### src/rtl/rx_arp_analy_if.sv
// ARP body stream from the MAC-layer splitter.
// The splitter drives the master side and the parser takes the slave side.
interface rx_arp_analy_if #(
  parameter int DATA_W = 32
);
  logic [DATA_W-1:0] arp_data;
  logic              arp_vld;
  logic              arp_sop;
  logic              arp_eop;
  logic [1:0]        arp_mod;

  modport master (output arp_data, arp_vld, arp_sop, arp_eop, arp_mod);
  modport slave  (input  arp_data, arp_vld, arp_sop, arp_eop, arp_mod);
endinterface

### src/rtl/rx_arp_analy.sv
// Receive-side ARP parser: walks the 28-byte body and validates the fixed fields and target IP.
// For each packet it pulses exactly one of req/rply/err and publishes the sender of every accepted packet.
module rx_arp_analy #(
  parameter int DATA_W     = 32,
  parameter int MAC_ADDR_W = 48,
  parameter int IP_ADDR_W  = 32
) (
  input  logic                  clk,
  input  logic                  rst_n,
  input  logic [IP_ADDR_W-1:0]  cfg_ip_local,
  rx_arp_analy_if.slave         arp,
  output logic                  arp_req,
  output logic                  arp_rply,
  output logic                  arp_err,
  output logic [MAC_ADDR_W-1:0] src_mac,
  output logic [IP_ADDR_W-1:0]  src_ip
);

  typedef enum logic [1:0] {IDLE, BODY, DRAIN} state_t;

  state_t                r_state;
  logic [2:0]            r_wcnt;
  logic [15:0]           r_htype;
  logic [15:0]           r_ptype;
  logic [7:0]            r_hlen;
  logic [7:0]            r_plen;
  logic [15:0]           r_oper;
  logic [MAC_ADDR_W-1:0] r_sha;
  logic [IP_ADDR_W-1:0]  r_spa;
  logic [IP_ADDR_W-1:0]  r_tpa;
  logic                  r_req;
  logic                  r_rply;
  logic                  r_err;
  logic [MAC_ADDR_W-1:0] r_src_mac;
  logic [IP_ADDR_W-1:0]  r_src_ip;

  logic [DATA_W-1:0]     w_data;
  logic                  w_fields_ok;
  logic                  w_tpa_ok;
  logic                  w_good;

  assign w_data = arp.arp_data;

  assign w_fields_ok = (r_htype == 16'h0001) && (r_ptype == 16'h0800) &&
                       (r_hlen == 8'd6) && (r_plen == 8'd4) &&
                       ((r_oper == 16'd1) || (r_oper == 16'd2));

  // When eop lands on w6 the TPA is still on the bus and must be complete;
  // in DRAIN it was already staged.
  assign w_tpa_ok = ((r_state == BODY) && (r_wcnt == 3'd6) &&
                     (w_data == cfg_ip_local) && (arp.arp_mod == 2'd0)) ||
                    ((r_state == DRAIN) && (r_tpa == cfg_ip_local));

  assign w_good = w_fields_ok && w_tpa_ok;

  always_ff @(posedge clk or negedge rst_n) begin
    if (!rst_n) begin
      r_state   <= IDLE;
      r_wcnt    <= 3'd0;
      r_htype   <= '0;
      r_ptype   <= '0;
      r_hlen    <= '0;
      r_plen    <= '0;
      r_oper    <= '0;
      r_sha     <= '0;
      r_spa     <= '0;
      r_tpa     <= '0;
      r_req     <= 1'b0;
      r_rply    <= 1'b0;
      r_err     <= 1'b0;
      r_src_mac <= '0;
      r_src_ip  <= '0;
    end else begin
      r_req  <= 1'b0;
      r_rply <= 1'b0;
      r_err  <= 1'b0;
      if (arp.arp_vld) begin
        if (arp.arp_sop) begin
          // A sop always restarts parsing; one that interrupts a packet drops it.
          if (r_state != IDLE) r_err <= 1'b1;
          r_htype <= w_data[31:16];
          r_ptype <= w_data[15:0];
          if (arp.arp_eop) begin
            r_err   <= 1'b1;
            r_state <= IDLE;
            r_wcnt  <= 3'd0;
          end else begin
            r_state <= BODY;
            r_wcnt  <= 3'd1;
          end
        end else begin
          case (r_state)
            BODY: begin
              case (r_wcnt)
                3'd1: begin
                  r_hlen <= w_data[31:24];
                  r_plen <= w_data[23:16];
                  r_oper <= w_data[15:0];
                end
                3'd2: r_sha[47:16] <= w_data;
                3'd3: begin
                  r_sha[15:0]  <= w_data[31:16];
                  r_spa[31:16] <= w_data[15:0];
                end
                3'd4: r_spa[15:0] <= w_data[31:16];
                3'd6: r_tpa <= w_data;
                default: ;
              endcase
              if (arp.arp_eop) begin
                if (w_good) begin
                  r_req     <= (r_oper == 16'd1);
                  r_rply    <= (r_oper == 16'd2);
                  r_src_mac <= r_sha;
                  r_src_ip  <= r_spa;
                end else begin
                  r_err <= 1'b1;
                end
                r_state <= IDLE;
                r_wcnt  <= 3'd0;
              end else begin
                r_wcnt <= r_wcnt + 3'd1;
                if (r_wcnt == 3'd6) r_state <= DRAIN;
              end
            end
            DRAIN: begin
              if (arp.arp_eop) begin
                if (w_good) begin
                  r_req     <= (r_oper == 16'd1);
                  r_rply    <= (r_oper == 16'd2);
                  r_src_mac <= r_sha;
                  r_src_ip  <= r_spa;
                end else begin
                  r_err <= 1'b1;
                end
                r_state <= IDLE;
                r_wcnt  <= 3'd0;
              end else begin
                r_wcnt <= 3'd7;
              end
            end
            default: ;
          endcase
        end
      end
    end
  end

  assign arp_req  = r_req;
  assign arp_rply = r_rply;
  assign arp_err  = r_err;
  assign src_mac  = r_src_mac;
  assign src_ip   = r_src_ip;

endmodule

### src/flat_wrapper.sv
// flat-port wrapper written by rule: the top's interface ports become plain ports
module rx_arp_analy_flat 
#(
  parameter int DATA_W     = 32,
  parameter int MAC_ADDR_W = 48,
  parameter int IP_ADDR_W  = 32
)
  (clk, rst_n, cfg_ip_local, arp_req, arp_rply, arp_err, src_mac, src_ip, arp_arp_data, arp_arp_vld, arp_arp_sop, arp_arp_eop, arp_arp_mod);
  rx_arp_analy_if #(.DATA_W(DATA_W)) arp_i ();
  input  logic clk;
  input  logic rst_n;
  input  logic [IP_ADDR_W-1:0] cfg_ip_local;
  output logic arp_req;
  output logic arp_rply;
  output logic arp_err;
  output logic [MAC_ADDR_W-1:0] src_mac;
  output logic [IP_ADDR_W-1:0] src_ip;
  input wire logic [$bits(arp_i.arp_data)-1:0] arp_arp_data;
  input wire logic [$bits(arp_i.arp_vld)-1:0] arp_arp_vld;
  input wire logic [$bits(arp_i.arp_sop)-1:0] arp_arp_sop;
  input wire logic [$bits(arp_i.arp_eop)-1:0] arp_arp_eop;
  input wire logic [$bits(arp_i.arp_mod)-1:0] arp_arp_mod;
  assign arp_i.arp_data = arp_arp_data;
  assign arp_i.arp_vld = arp_arp_vld;
  assign arp_i.arp_sop = arp_arp_sop;
  assign arp_i.arp_eop = arp_arp_eop;
  assign arp_i.arp_mod = arp_arp_mod;
  rx_arp_analy #(.DATA_W(DATA_W), .MAC_ADDR_W(MAC_ADDR_W), .IP_ADDR_W(IP_ADDR_W)) u_core (.clk(clk), .rst_n(rst_n), .cfg_ip_local(cfg_ip_local), .arp(arp_i), .arp_req(arp_req), .arp_rply(arp_rply), .arp_err(arp_err), .src_mac(src_mac), .src_ip(src_ip));
endmodule
### config.mk
export PLATFORM = sky130hd
export DESIGN_NAME = rx_arp_analy_flat
export DESIGN_NICKNAME = d
export VERILOG_FILES = /design/src/rtl/rx_arp_analy_if.sv /design/src/rtl/rx_arp_analy.sv /design/src/flat_wrapper.sv
export SDC_FILE = /design/constraint.sdc
export NUM_CORES = 1
export LEC_CHECK = 0
export ABC_AREA = 1
export BUFFER_PORTS_ARGS = -buffer_cell sky130_fd_sc_hd__buf_2
export CORE_MARGIN = 2
export CORE_UTILIZATION = 45
export DETAILED_ROUTE_END_ITERATION = 16
export PLACE_DENSITY = 0.67
export SYNTH_ARGS = -nofsm -noshare
export SYNTH_HDL_FRONTEND = slang
export SYNTH_SLANG_ARGS = --single-unit
### constraint.sdc
create_clock -name clk -period 1.85 [get_ports clk]
set_input_delay 0.0925 -clock clk [delete_from_list [all_inputs] [get_ports clk]]
set_output_delay 0.0925 -clock clk [all_outputs]
set_load 0.05 [all_outputs]
* Word level (Yosys, flattened, before mapping)
Cells that the tools add are included.
** Word-level totals
- Bits in registers :: 264
- Bits in latches :: 0
- Bits in writable memories :: 0
- Memory bits (read-only) :: 0
- Input bits :: 71
- Memories :: 0
** Cells by class
- Add/sub/neg operators :: 1
- $mul :: 0
- Divide/modulo/power cells :: 0
- Order comparisons :: 0
- Equality and inequality tests :: 17
- Shift operators :: 0
- Muxes and demuxes :: 28
- Bitwise gates (word level) :: 1
- Reduce and logical (&&, ||, !) cells :: 24
** Operators with widths (count)
- $eq A32 B32 Y1 :: 2
- $eq A16 B1 Y1 const B :: 2
- $reduce_and A4 Y1 :: 6
- $mux W1 :: 19
- $eq A16 B12 Y1 const B :: 1
- $eq A16 B2 Y1 const B :: 1
- $eq A8 B3 Y1 const B :: 2
- $logic_and A1 B1 Y1 :: 9
- $mux W3 :: 3
- $mux W2 :: 4
- $eq A3 B2 Y1 const B :: 2
- $eq A3 B3 Y1 const B :: 2
- $pmux W3 S2 :: 1
- $reduce_and A5 Y1 :: 1
- $ne A4 B4 Y1 const B :: 1
- $pmux W2 S2 :: 1
- $reduce_and A2 Y1 :: 2
- $add A3 B1 Y3 const B :: 1
- $eq A3 B1 Y1 const B :: 1
- $ne A3 B3 Y1 const B :: 1
- $reduce_bool A3 Y1 :: 1
- $eq A2 B1 Y1 const B :: 1
- $eq A2 B2 Y1 const B :: 1
- $logic_not A2 Y1 :: 1
- other kinds (4) :: 5

* Longest topological paths before layout
Gate-level depths: netlist of run 1.
- Word-level depth :: 11
- Mapped depth :: 15

* Worst setup path after synthesis of run 1
Ideal clock, no wire load.
- Path kind :: register to register
- From :: reg u_core.r_state[1]
- To :: reg u_core.r_src_ip[0], in the netlist u_core.src_ip[0]
- Library setup time :: 119 ps
- Arrival time :: 1793 ps
- Required time :: 1731 ps
- Setup slack :: -62 ps
- Stages on the path, launching flop included :: 16
- Path buffers :: 2
- Period minus slack after synthesis :: 1912 ps
- Cell sequence :: dfrtp_1 inv_1 ha_1 buf_2 inv_2 nor2_2 nand2_1 nor2_1 nand2_1 nor2_1 nand3_1 nand2_2 nand3_4 buf_6 nand2_1 nand2_1
** Between the ends
- Longest elaborated chain between the ends :: 7
** RTL lines
- start: declaration :: RTL line rx_arp_analy.sv:21 : state_t r_state;
- start signal: assignment :: RTL line rx_arp_analy.sv:58 : r_state <= IDLE;
- start signal: assignment :: RTL line rx_arp_analy.sv:85 : r_state <= IDLE;
- start signal: assignment :: RTL line rx_arp_analy.sv:88 : r_state <= BODY;
- $eq A2 B1 Y1 :: RTL line rx_arp_analy.sv:50, rx_arp_analy.sv:92
- $logic_and A1 B1 Y1 (2 in series) :: RTL line rx_arp_analy.sv:50 : assign w_tpa_ok = ((r_state == BODY) && (r_wcnt == 3'd6) &&
- $logic_and A1 B1 Y1 :: RTL line rx_arp_analy.sv:51 : (w_data == cfg_ip_local) && (arp.arp_mod == 2'd0)) ||
- $logic_or A1 B1 Y1 :: RTL line rx_arp_analy.sv:51
- $logic_and A1 B1 Y1 :: RTL line rx_arp_analy.sv:54 : assign w_good = w_fields_ok && w_tpa_ok;
- $reduce_and A5 Y1 (no line) (*)
- end signal: assignment :: RTL line rx_arp_analy.sv:114 : r_src_ip <= r_spa;
- end signal: assignment :: RTL line rx_arp_analy.sv:131 : r_src_ip <= r_spa;
- end: declaration :: RTL line rx_arp_analy.sv:35 : logic [IP_ADDR_W-1:0] r_src_ip;
Every way passes the cells marked *; elsewhere a longest branch is shown, timed or not.
A chain may end at the register's enable or synchronous reset.

* Worst setup path in the final report of run 1
- From :: reg u_core.r_wcnt[0]
- To :: reg u_core.r_src_mac[1], in the netlist u_core.src_mac[1]
** Between the ends
- Longest elaborated chain between the ends :: 7
** RTL lines
- start: declaration :: RTL line rx_arp_analy.sv:22 : logic [2:0] r_wcnt;
- start signal: assignment :: RTL line rx_arp_analy.sv:121 : r_wcnt <= r_wcnt + 3'd1;
- $eq A3 B3 Y1 :: RTL line rx_arp_analy.sv:50
- $logic_and A1 B1 Y1 (2 in series) :: RTL line rx_arp_analy.sv:50
- $logic_and A1 B1 Y1 :: RTL line rx_arp_analy.sv:51
- $logic_or A1 B1 Y1 :: RTL line rx_arp_analy.sv:51
- $logic_and A1 B1 Y1 :: RTL line rx_arp_analy.sv:54
- $reduce_and A5 Y1 (no line)
- end signal: assignment :: RTL line rx_arp_analy.sv:113 : r_src_mac <= r_sha;
- end signal: assignment :: RTL line rx_arp_analy.sv:130 : r_src_mac <= r_sha;
- end: declaration :: RTL line rx_arp_analy.sv:34 : logic [MAC_ADDR_W-1:0] r_src_mac;
No other way between the ends.

==> out/qor.txt, run 1 <==
Final ANT Viol Nets: 0
Worst R2R Start: u_core.r_wcnt[0]
Worst vdd ir: 0.861 mV
Cells after Synth: 1,433
Netlist area before placement: 11,900 sq um
R2R cell count: 15
Fmax: 0.485 GHz
Most common cell after layout, fill and taps aside: nand2_1
First-pass GRT wire length: 56,000 microns
Violated checks: setup timing
Normalized max-slew margin: 64.8%
Average size of a mapped cell: 8.28 sq um
Max-cap viol count: 0
Total Wirelength: 35,100 microns
CTS H-Tree Depth: 1
Register-to-register setup slack: -210 ps
Min cycle time layout: 2060 ps
Number of buffers created by CTS: 28
Worst slack at placement: -263 ps
CTS tree: yes
CTS Buffer Depth: 3
Clk_lat worst skew: 560 ps
Xor and xnor fraction of the mapped netlist area: 1.25%
Complex-gate fraction of the synthesized area: 8.38%
CTS Sinks: 264
Hpwl dp: 23,600 microns
Area share of and/or/nand/nor cells after synthesis: 27.3%
DIE WIDTH: 166 microns
Post-Syn Nets: 1,512
GRT met3 Usage: 3.15%
Vias per inst: 5.26
Hold violation total from the final report: 0
Core ar.: 26,000 sq um
Run status: complete, but fails checks
Vias after detailed routing: 10,800
Worst Path Required: 2290 ps
Initial antenna violation count: 0
Synth-to-Final Area Change: 31.0%
Die footprint: 27,700 sq um
#FFs+latches synth: 264
Drt drc: 0
Synth area leaders: dfrtp_1, nand2_1, o21ai_0, nand4_1, inv_1
Max Transition Viols Final: 0
Area share of fa/ha/maj cells after synthesis: 0.843%
GRT busiest layer: met2
# nets final: 1,772
Crit path max fanout: 7
CTS root buf: clkbuf_16
Synth cell types: 30
PortBufs: 153
Largest net degree at the start of global routing: 73
Mux cell area share after synthesis: 0%
Chip height: 166 microns
Initial Util: 45.7%
Hold path depth: 3
Most frequent cells in the layout: nand2_1, dfrtp_1, o21ai_0
Reg2reg end: u_core.src_mac[1]
Non-filler cells, final: 2,050
Final setup fails: 83
Worst setup margin: -213 ps
Worst path arrival time: 2510 ps
1st-iter DRT viols: 847
Layout cells sized above 1: 22.3%
Element type at the critical path start: flip-flop
Tcrit/Tclk final: 112%
Drt pass-1 iters: 5
Tot GR Track Use: 25.1%
Hold WC Path Type: in2reg
Register area share after synthesis: 55.7%
Worst Max-Slew Pin Slew: 528 ps
Grt ovf: 0
IO Count: 154
Area share of the largest cell type after synthesis: 55.7%
GP Congestion: 0.959
GRT met2 Usage: 39.4%
Critical path, cell by cell: inv_2, ha_4, nand2_4, nor2_4, nand2_1, nor2_1, nand2_1, nor2_1, nand3_1, nand2_4, nand3_4, buf_8, clkbuf_16, nand2_1, nand2_1
Yosys Warn Count: 0
Placed insts: 1,943
Vias in the first global route: 10,300
Crit path largest cell delay: 400 ps
Cell row count: 59
CP endpoint kind: flip-flop
Setup repair after global routing missed its margin: true
GR Layer Usage met1: 37.5%
CP max-delay cell: dfrtp_1
Overall power: 16,100 uW
LEAKAGE: 0.00820 uW
Max Clock Skew: 19.0 ps
Wire per inst: 17.1 microns
CP Class: reg2reg
Largest family of logic cells by synthesized area: simple AND/OR/NAND/NOR gates
Worst hold endpoint: u_core.r_tpa[20]
Clk slew on worst S/H paths: 60 ps
Hold path start: arp_arp_data[20]
WHS: 28.7 ps
Top cell type by total area after synthesis: dfrtp_1
Power Dens Cells: 1040 nW/um^2
Top cell by count, worst path: nand2_1
[critical path, delay by kind of cell, from the launching register on]
kind                     cells  cell delay, ps
buffers and inverters        3             440
adder cells (fa/ha/maj)      1             140
flip-flops                   1             400
AND/OR/NAND/NOR             11             980
[sequential cells by signal, summed over array words and instances, names as in the netlist, 8 cells and up]
register and flops:
u_core.src_mac 48, u_core.r_spa 32, u_core.r_oper 16, u_core.r_sha 48, u_core.r_hlen 8, u_core.r_tpa 32, u_core.r_plen 8, u_core.r_htype 16
u_core.r_ptype 16, u_core.src_ip 32
[kinds of logic after synthesis]
family,after synthesis
adders and majority gates,8
buffers and inverters,184
xor gates and xnor gates,17
and+or+nand+nor,764
AOI/OAI and AO/OA,196
DFF,264
[metrics by stage]
step	setup TNS, ps	instance area (sq um)	util (%)
after floorplan	-1470	11900	-
after global placement	-16390	13600	52.4
after detailed placement	-18510	13600	52.4
after CTS	-11010	15300	58.9
after global routing	-28530	15500	59.8
final	-14580	15600	59.9
[synth_stat cells]
library cell    n
nand3_1        23
a21oi_1        15
o21ai_0       175
nand4_1       106
ha_1            8
nor3_1          7
nor2_4          1
nor4_1          5
buf_2          20
inv_2          12
nor2_1         86
xor2_1          3
nand2_1       524
clkbuf_1       38
nor3_2          1
o211ai_1        2
o31ai_1         1
nor2b_1         1
inv_1         106
a31oi_1         2
nor3b_1         2
xnor2_1        14
nand2_2         1
a311oi_1        1
nand3b_1        3
dfrtp_1       264
buf_6           8
nand3_4         1
nor2_2          2
or2_1           1
[area by class of cell]
class / instances / area, sq um
Antenna cell: 1 / 2.50
Inverter: 118 / 443
Clock inverter: 11 / 165
Multi-Input combinational cell: 985 / 4770
Fill cell: 2307 / 10400
Tap cell: 335 / 419
Clock buffer: 40 / 816
Timing Repair Buffer: 296 / 2330
Sequential cell: 264 / 6610
[how the worst max path moves through the flow]
stage	from	to	slack, ps	cells past startpoint
final	u_core.r_wcnt[0]	u_core.src_mac[1]	-210	15
after global routing	u_core.r_state[0]	u_core.src_ip[12]	-380	15
after CTS	u_core.r_state[0]	u_core.src_ip[1]	-160	15
after global placement	u_core.r_state[0]	u_core.src_mac[12]	-230	13
after floorplan	u_core.r_state[1]	u_core.src_ip[0]	-20	15
after detailed placement	u_core.r_state[0]	u_core.src_ip[31]	-260	14
[per-layer routing]
metal | routed length, microns | vias up
met2 | 15900 | 378
met5 | 0 | -
met3 | 2110 | 44
li1 | - | 5181
met1 | 16400 | 5175
met4 | 664 | 0
[timing repair]
action	4_1_cts	5_1_grt
buffers inserted	11	3
hold buffers	35	0
pin swaps	2	9
endpoints found under the setup margin	83	85
hold endpoints to repair	371	0
resized for setup	38	47
gates cloned	5	3
[where the power goes]
group | total [uW] | internal, uW | switching, uW
registers | 7180 | 6640 | 536
clock network | 5880 | 3500 | 2380
logic | 3060 | 1300 | 1770
total | 16100 | 11400 | 4680
(Power assumes the default switching activity.)
==> run 2, diff against run 1 <==
CORE_UTILIZATION = 52   (was 45)
PLACE_DENSITY = 0.76   (was 0.67)
==> run 2 against run 1 <==
Net effect:
- the flow still finishes with violations (setup timing)
- power shrank 0.44%
- cell area grew 0.55%
- critical endpoint is now u_core.src_ip[30]
- clock-buffer cell count shrank 1
- hold slack lost 3.9 ps
- setup slack lost 30 ps
- fmax shrank 1.4%
- clock power shrank 1%
- combinational power is essentially flat
- via count grew 3.7%
- die area shrank 13%
==> out/qor.txt, run 2 (synthesis gave the netlist of run 1 again) <==
Worst Max-Slew Pin Slew: 551 ps (was 528 ps)
Total Wirelength: 37,700 microns (was 35,100 microns)
Drt drc: 0 (unchanged)
CP endpoint kind: flip-flop (unchanged)
Vias after detailed routing: 11,200 (was 10,800)
CTS H-Tree Depth: 1 (unchanged)
Normalized max-slew margin: 63.3% (was 64.8%)
Initial Util: 52.7% (was 45.7%)
1st-iter DRT viols: 965 (was 847)
Tot GR Track Use: 29.2% (was 25.1%)
Top cell by count, worst path: nand2_1 (unchanged)
PortBufs: 153 (unchanged)
Bufs and invs on worst path: 4 (was 3)
Violated checks: setup timing (unchanged)
Die footprint: 24,000 sq um (was 27,700 sq um)
Register-to-register setup slack: -240 ps (was -210 ps)
IO Count: 154 (unchanged)
Worst setup margin: -243 ps (was -213 ps)
Layout cells sized above 1: 23.6% (was 22.3%)
CP top delay family: simple AND/OR/NAND/NOR gates (unchanged)
CP max-delay cell: dfrtp_1 (unchanged)
Max-cap viol count: 0 (unchanged)
LEAKAGE: 0.00823 uW (was 0.00820 uW)
Wire per inst: 18.9 microns (was 17.1 microns)
Critical path, cell by cell: inv_2, ha_4, inv_2, a21oi_2, nand2_1, nor3_2, nand2_1, nor2_1, nand3_1, nand2_4, buf_8, clkbuf_16, nand4_1, nand2_1 (was inv_2, ha_4, nand2_4, nor2_4, nand2_1, nor2_1, nand2_1, nor2_1, nand3_1, nand2_4, nand3_4, buf_8, clkbuf_16, nand2_1, nand2_1)
Largest net degree at the start of global routing: 65 (was 73)
Hold WC Path Type: in2reg (unchanged)
CTS Buffer Depth: 3 (unchanged)
Diode count: 0 (was 1)
Element type at the critical path start: flip-flop (unchanged)
GP Congestion: 0.982 (was 0.959)
Filler cells: 1,743 (was 2,307)
Initial antenna violation count: 0 (unchanged)
Most frequent cells in the layout: nand2_1, dfrtp_1, o21ai_0 (unchanged)
Most common cell after layout, fill and taps aside: nand2_1 (unchanged)
Grt ovf: 0 (unchanged)
Final setup fails: 82 (was 83)
Crit path max fanout: 8 (was 7)
Min cycle time layout: 2090 ps (was 2060 ps)
Fmax: 0.478 GHz (was 0.485 GHz)
# nets final: 1,772 (unchanged)
Chip height: 155 microns (was 166 microns)
Vias per inst: 5.59 (was 5.26)
Vias in the first global route: 10,300 (about the same)
Power Dens Cells: 1030 nW/um^2 (was 1040 nW/um^2)
Max Clock Skew: 26.2 ps (was 19.0 ps)
Worst vdd ir: 0.774 mV (was 0.861 mV)
CTS root buf: clkbuf_16 (unchanged)
CP Class: reg2reg (unchanged)
Core ar.: 22,500 sq um (was 26,000 sq um)
Hpwl dp: 23,600 microns (about the same)
First-pass GRT wire length: 55,100 microns (was 56,000 microns)
Final ANT Viol Nets: 0 (unchanged)
Run status: complete, but fails checks (unchanged)
Setup repair after global routing missed its margin: true (unchanged)
Clk slew on worst S/H paths: 70 ps (was 60 ps)
Crit path largest cell delay: 380 ps (was 400 ps)
Hold violation total from the final report: 0 (unchanged)
Worst slack at placement: -180 ps (was -263 ps)
CTS tree: yes (unchanged)
Max Transition Viols Final: 0 (unchanged)
Tcrit/Tclk final: 113% (was 112%)
Overall power: 16,100 uW (about the same)
Synth-to-Final Area Change: 31.8% (was 31.0%)
DIE WIDTH: 155 microns (was 166 microns)
Worst Path Required: 2340 ps (was 2290 ps)
Clk_lat worst skew: 560 ps (about the same)
Drt pass-1 iters: 5 (unchanged)
Cell row count: 55 (was 59)
Worst path arrival time: 2590 ps (was 2510 ps)
Number of buffers created by CTS: 27 (was 28)
CTS Sinks: 264 (unchanged)
-- run 2: cell count changes in the layout (fill, tap and decap cells not counted), sizes merged --
cell and delta:
bufbuf -1, inv +2, diode -1, clkinvlp -1
buf -2, bufinv -1, clkbuf +3
-- run 2: layout make-up --
class	count	area [sq um]	share of cell area, %
Inverter	118	443	2.83
Clock inverter	11	139	0.888
Clock buffer	39	821	5.25
Multi-Input combinational cell	985	4850	31.0
Tap cell	285	357	2.28
Timing Repair Buffer	297	2420	15.5
Sequential cell	264	6610	42.2
-- run 2: path summary, 6_finish.rpt --
check	from	to	cells past startpoint
max	u_core.r_state[0]	u_core.src_ip[30]	14
min	arp_arp_data[16]	u_core.r_tpa[16]	3
max reg2reg	u_core.r_state[0]	u_core.src_ip[30]	14
min reg2reg	u_core.src_mac[24]	u_core.src_mac[24]	2
max in group asynchronous	rst_n	u_core.src_mac[6]	4
min in group asynchronous	rst_n	u_core.src_mac[7]	3
-- run 2: metrics by stage --
step,std cells,setup TNS (ps),instance area [sq um],hold slack (ps),util [%]
after floorplan,1433,-1470,11900,-203,-
after global placement,1892,-7140,13500,-14.2,60.1
after detailed placement,1892,-11700,13500,-12.8,60.1
after CTS,1990,-11090,15200,9.52,67.6
after global routing,1999,-32030,15600,38.5,69.5
final,1999,-14920,15600,24.9,69.5
-- run 2: tightest hold or removal path, delay by kind of cell --
kind	cells	cell delay, ps
AOI/OAI and AO/OA	1	160
buffers and inverters	2	270
-- run 2: repair_timing --
action | in CTS | in global routing
resized for setup | 28 | 88
endpoints found under the hold margin | 341 | 0
pin swaps | 7 | 13
hold buffers | 35 | 0
setup endpoints to repair | 83 | 84
gates cloned | 5 | 8
setup buffers | 8 | 4
-- run 2: per-layer routing --
layer / part of all wire, % / up-vias / global-route usage [%]
met4: 4.0 / 0 / 7.80
met2: 48 / 534 / 47.0
li1: - / 5175 / -
met3: 6.7 / 125 / 3.51
met1: 42 / 5341 / 42.5
met5: 0 / - / 0
-- run 2: power by group --
| part | switching (uW) | internal [uW] | leakage, uW | total, uW |
|---|---|---|---|---|
| clock | 2400 | 3390 | 0.000478 | 5800 |
| combinational | 1820 | 1230 | 0.00425 | 3050 |
| sequential | 563 | 6640 | 0.00350 | 7210 |
| total | 4790 | 11300 | 0.00823 | 16100 |
==> run 3, diff against run 2 <==
RECOVER_POWER = 100   (was unset)
==> run 3 against run 2 <==
Net effect:
- highest routed layer unchanged
- clock-buffer cell count did not move
- largest cell class unchanged
- setup slack got worse by 58 ps
- largest power group unchanged
- critical path type unchanged
- the flow still finishes with violations (setup timing)
- cell count stayed put
- utilization down 0.84 points
==> out/qor.txt, run 3 (synthesis gave the netlist of run 1 again) <==
Worst R2R Start: u_core.r_state[1] (was u_core.r_state[0])
CP endpoint kind: flip-flop (unchanged)
Number of buffers created by CTS: 27 (unchanged)
Clk_lat worst skew: 560 ps (about the same)
DIE WIDTH: 155 microns (unchanged)
Worst vdd ir: 0.775 mV (was 0.774 mV)
CTS Buffer Depth: 3 (unchanged)
CTS root buf: clkbuf_16 (unchanged)
Synth-to-Final Area Change: 30.2% (was 31.8%)
Hold path start: arp_arp_data[4] (was arp_arp_data[16])
Placed insts: 1,892 (unchanged)
Setup TNS: -20,390 ps (was -14,920 ps)
Vias in the first global route: 10,300 (unchanged)
Worst hold endpoint: u_core.r_tpa[4] (was u_core.r_tpa[16])
Drt drc: 0 (unchanged)
Max-cap viol count: 0 (unchanged)
Crit path largest cell delay: 430 ps (was 380 ps)
Power Dens Cells: 1040 nW/um^2 (was 1030 nW/um^2)
Normalized max-slew margin: 29.6% (was 63.3%)
Diode count: 0 (unchanged)
Layout cells sized above 1: 18.5% (was 23.6%)
Crit path max fanout: 15 (was 8)
1st-iter DRT viols: 933 (was 965)
Grt ovf: 0 (unchanged)
Worst setup margin: -301 ps (was -243 ps)
Worst Path Required: 2280 ps (was 2340 ps)
Hpwl dp: 23,600 microns (unchanged)
Worst Max-Slew Pin Slew: 1060 ps (was 551 ps)
CTS H-Tree Depth: 1 (unchanged)
CP top delay family: buffers and inverters (was simple AND/OR/NAND/NOR gates)
Hold violation total from the final report: 0 (unchanged)
Overall power: 16,000 uW (was 16,100 uW)
Violated checks: setup timing (unchanged)
Tcrit/Tclk final: 116% (was 113%)
Fmax: 0.465 GHz (was 0.478 GHz)
Run status: complete, but fails checks (unchanged)
Min cycle time layout: 2150 ps (was 2090 ps)
Final ANT Viol Nets: 0 (unchanged)
Non-filler cells, final: 1,999 (unchanged)
Total Wirelength: 37,900 microns (was 37,700 microns)
Clk slew on worst S/H paths: 70 ps (about the same)
First-pass GRT wire length: 55,100 microns (unchanged)
PortBufs: 153 (unchanged)
CTS tree: yes (unchanged)
Worst path arrival time: 2580 ps (was 2590 ps)
Drt pass-1 iters: 6 (was 5)
Reg2reg end: u_core.r_spa[17] (was u_core.src_ip[30])
# nets final: 1,772 (unchanged)
Final setup fails: 125 (was 82)
Cell row count: 55 (unchanged)
Initial antenna violation count: 0 (unchanged)
Vias after detailed routing: 11,100 (was 11,200)
IO Count: 154 (unchanged)
Final core occ: 68.7% (was 69.5%)
Chip height: 155 microns (unchanged)
Wire per inst: 18.9 microns (about the same)
Max Clock Skew: 25.2 ps (was 26.2 ps)
CTS Sinks: 264 (unchanged)
Element type at the critical path start: flip-flop (unchanged)
Critical path, cell by cell: inv_2, ha_1, clkbuf_1, nand3_1, buf_4, o21ai_0 (was inv_2, ha_4, inv_2, a21oi_2, nand2_1, nor3_2, nand2_1, nor2_1, nand3_1, nand2_4, buf_8, clkbuf_16, nand4_1, nand2_1)
CP Class: reg2reg (unchanged)
Setup repair after global routing missed its margin: true (unchanged)
Core ar.: 22,500 sq um (unchanged)
Initial Util: 52.7% (unchanged)
R2R cell count: 6 (was 14)
Hold path depth: 3 (unchanged)
Filler cells: 1,808 (was 1,743)
Register-to-register setup slack: -300 ps (was -240 ps)
Tot GR Track Use: 29.2% (unchanged)
Hold WC Path Type: in2reg (unchanged)
Max Transition Viols Final: 0 (unchanged)
Most common cell after layout, fill and taps aside: nand2_1 (unchanged)
GP Congestion: 0.982 (unchanged)
Vias per inst: 5.58 (was 5.59)
Largest net degree at the start of global routing: 65 (unchanged)
Bufs and invs on worst path: 3 (was 4)
LEAKAGE: 0.00783 uW (was 0.00823 uW)
CP max-delay cell: nand3_1 (was dfrtp_1)
Die footprint: 24,000 sq um (unchanged)
Most frequent cells in the layout: nand2_1, dfrtp_1, o21ai_0 (unchanged)
[run 3: changes by cell type in the layout (fill, tap and decap cells not counted), moves of 2 or more]
| cell | before | now |
|---|---|---|
| clkbuf_1 | 2 | 88 |
| buf_2 | 152 | 70 |
| buf_12 | 19 | 14 |
| buf_4 | 74 | 70 |
| clkbuf_2 | 0 | 2 |
[run 3: worst max path at each step]
stage                      startpoint            endpoint  cells after the start  slack [ps]
detailed placement   u_core.r_wcnt[0]  u_core.src_mac[47]                     14        -180
finish              u_core.r_state[1]    u_core.r_spa[17]                      6        -300
CTS                 u_core.r_state[0]  u_core.src_mac[22]                     14        -170
floorplan           u_core.r_state[1]    u_core.src_ip[0]                     15         -20
global route        u_core.r_state[0]  u_core.src_mac[34]                     14        -440
global placement    u_core.r_state[0]   u_core.src_mac[8]                     13        -130
[run 3: what timing repair did]
item                                    4_1_cts  5_1_grt
hold buffers                                 35        0
endpoints found under the setup margin       83       84
cloned                                        5        8
pin swaps                                     7       13
hold endpoints to repair                    341        0
resized for setup                            28       88
buffers inserted                              8        4
[run 3: through the flow]
step | hold WS, ps | setup slack [ps] | instance area, sq um
final | 29.2 | -301 | 15400
after global routing | 38.5 | -436 | 15400
after CTS | 9.52 | -173 | 15200
after detailed placement | -12.8 | -180 | 13500
after global placement | -14.2 | -134 | 13500
after floorplan | -203 | -18.8 | 11900
[run 3: layer usage]
metal  vias to the layer above  GRT usage [%]  share of wire (%)
li1                       5180              -                  -
met1                      5326           42.5                 42
met2                       527           47.0                 47
met3                       113           3.51                7.0
met4                         0           7.80                3.9
met5                         -              0                  0
[run 3: worst register-to-register path, stage by stage, from the launching register on]
cell and delay, ps:
dfrtp_1 420, inv_2 80, ha_1 180, clkbuf_1 230, nand3_1 430, buf_4 360
o21ai_0 330
[run 3: final cells by class]
class | instances | area, sq um | share of cell area [%]
Sequential cell | 264 | 6610 | 42.8
Clock inverter | 11 | 139 | 0.899
Tap cell | 285 | 357 | 2.31
Clock buffer | 39 | 821 | 5.31
Timing Repair Buffer | 297 | 2250 | 14.6
Multi-Input combinational cell | 985 | 4830 | 31.3
Inverter | 118 | 443 | 2.87
[run 3: report_power, final]
group | switching (uW) | total (uW) | internal (uW)
Combinational | 1810 | 3010 | 1190
Clock | 2400 | 5800 | 3390
Sequential | 564 | 7210 | 6640
Total | 4780 | 16000 | 11200
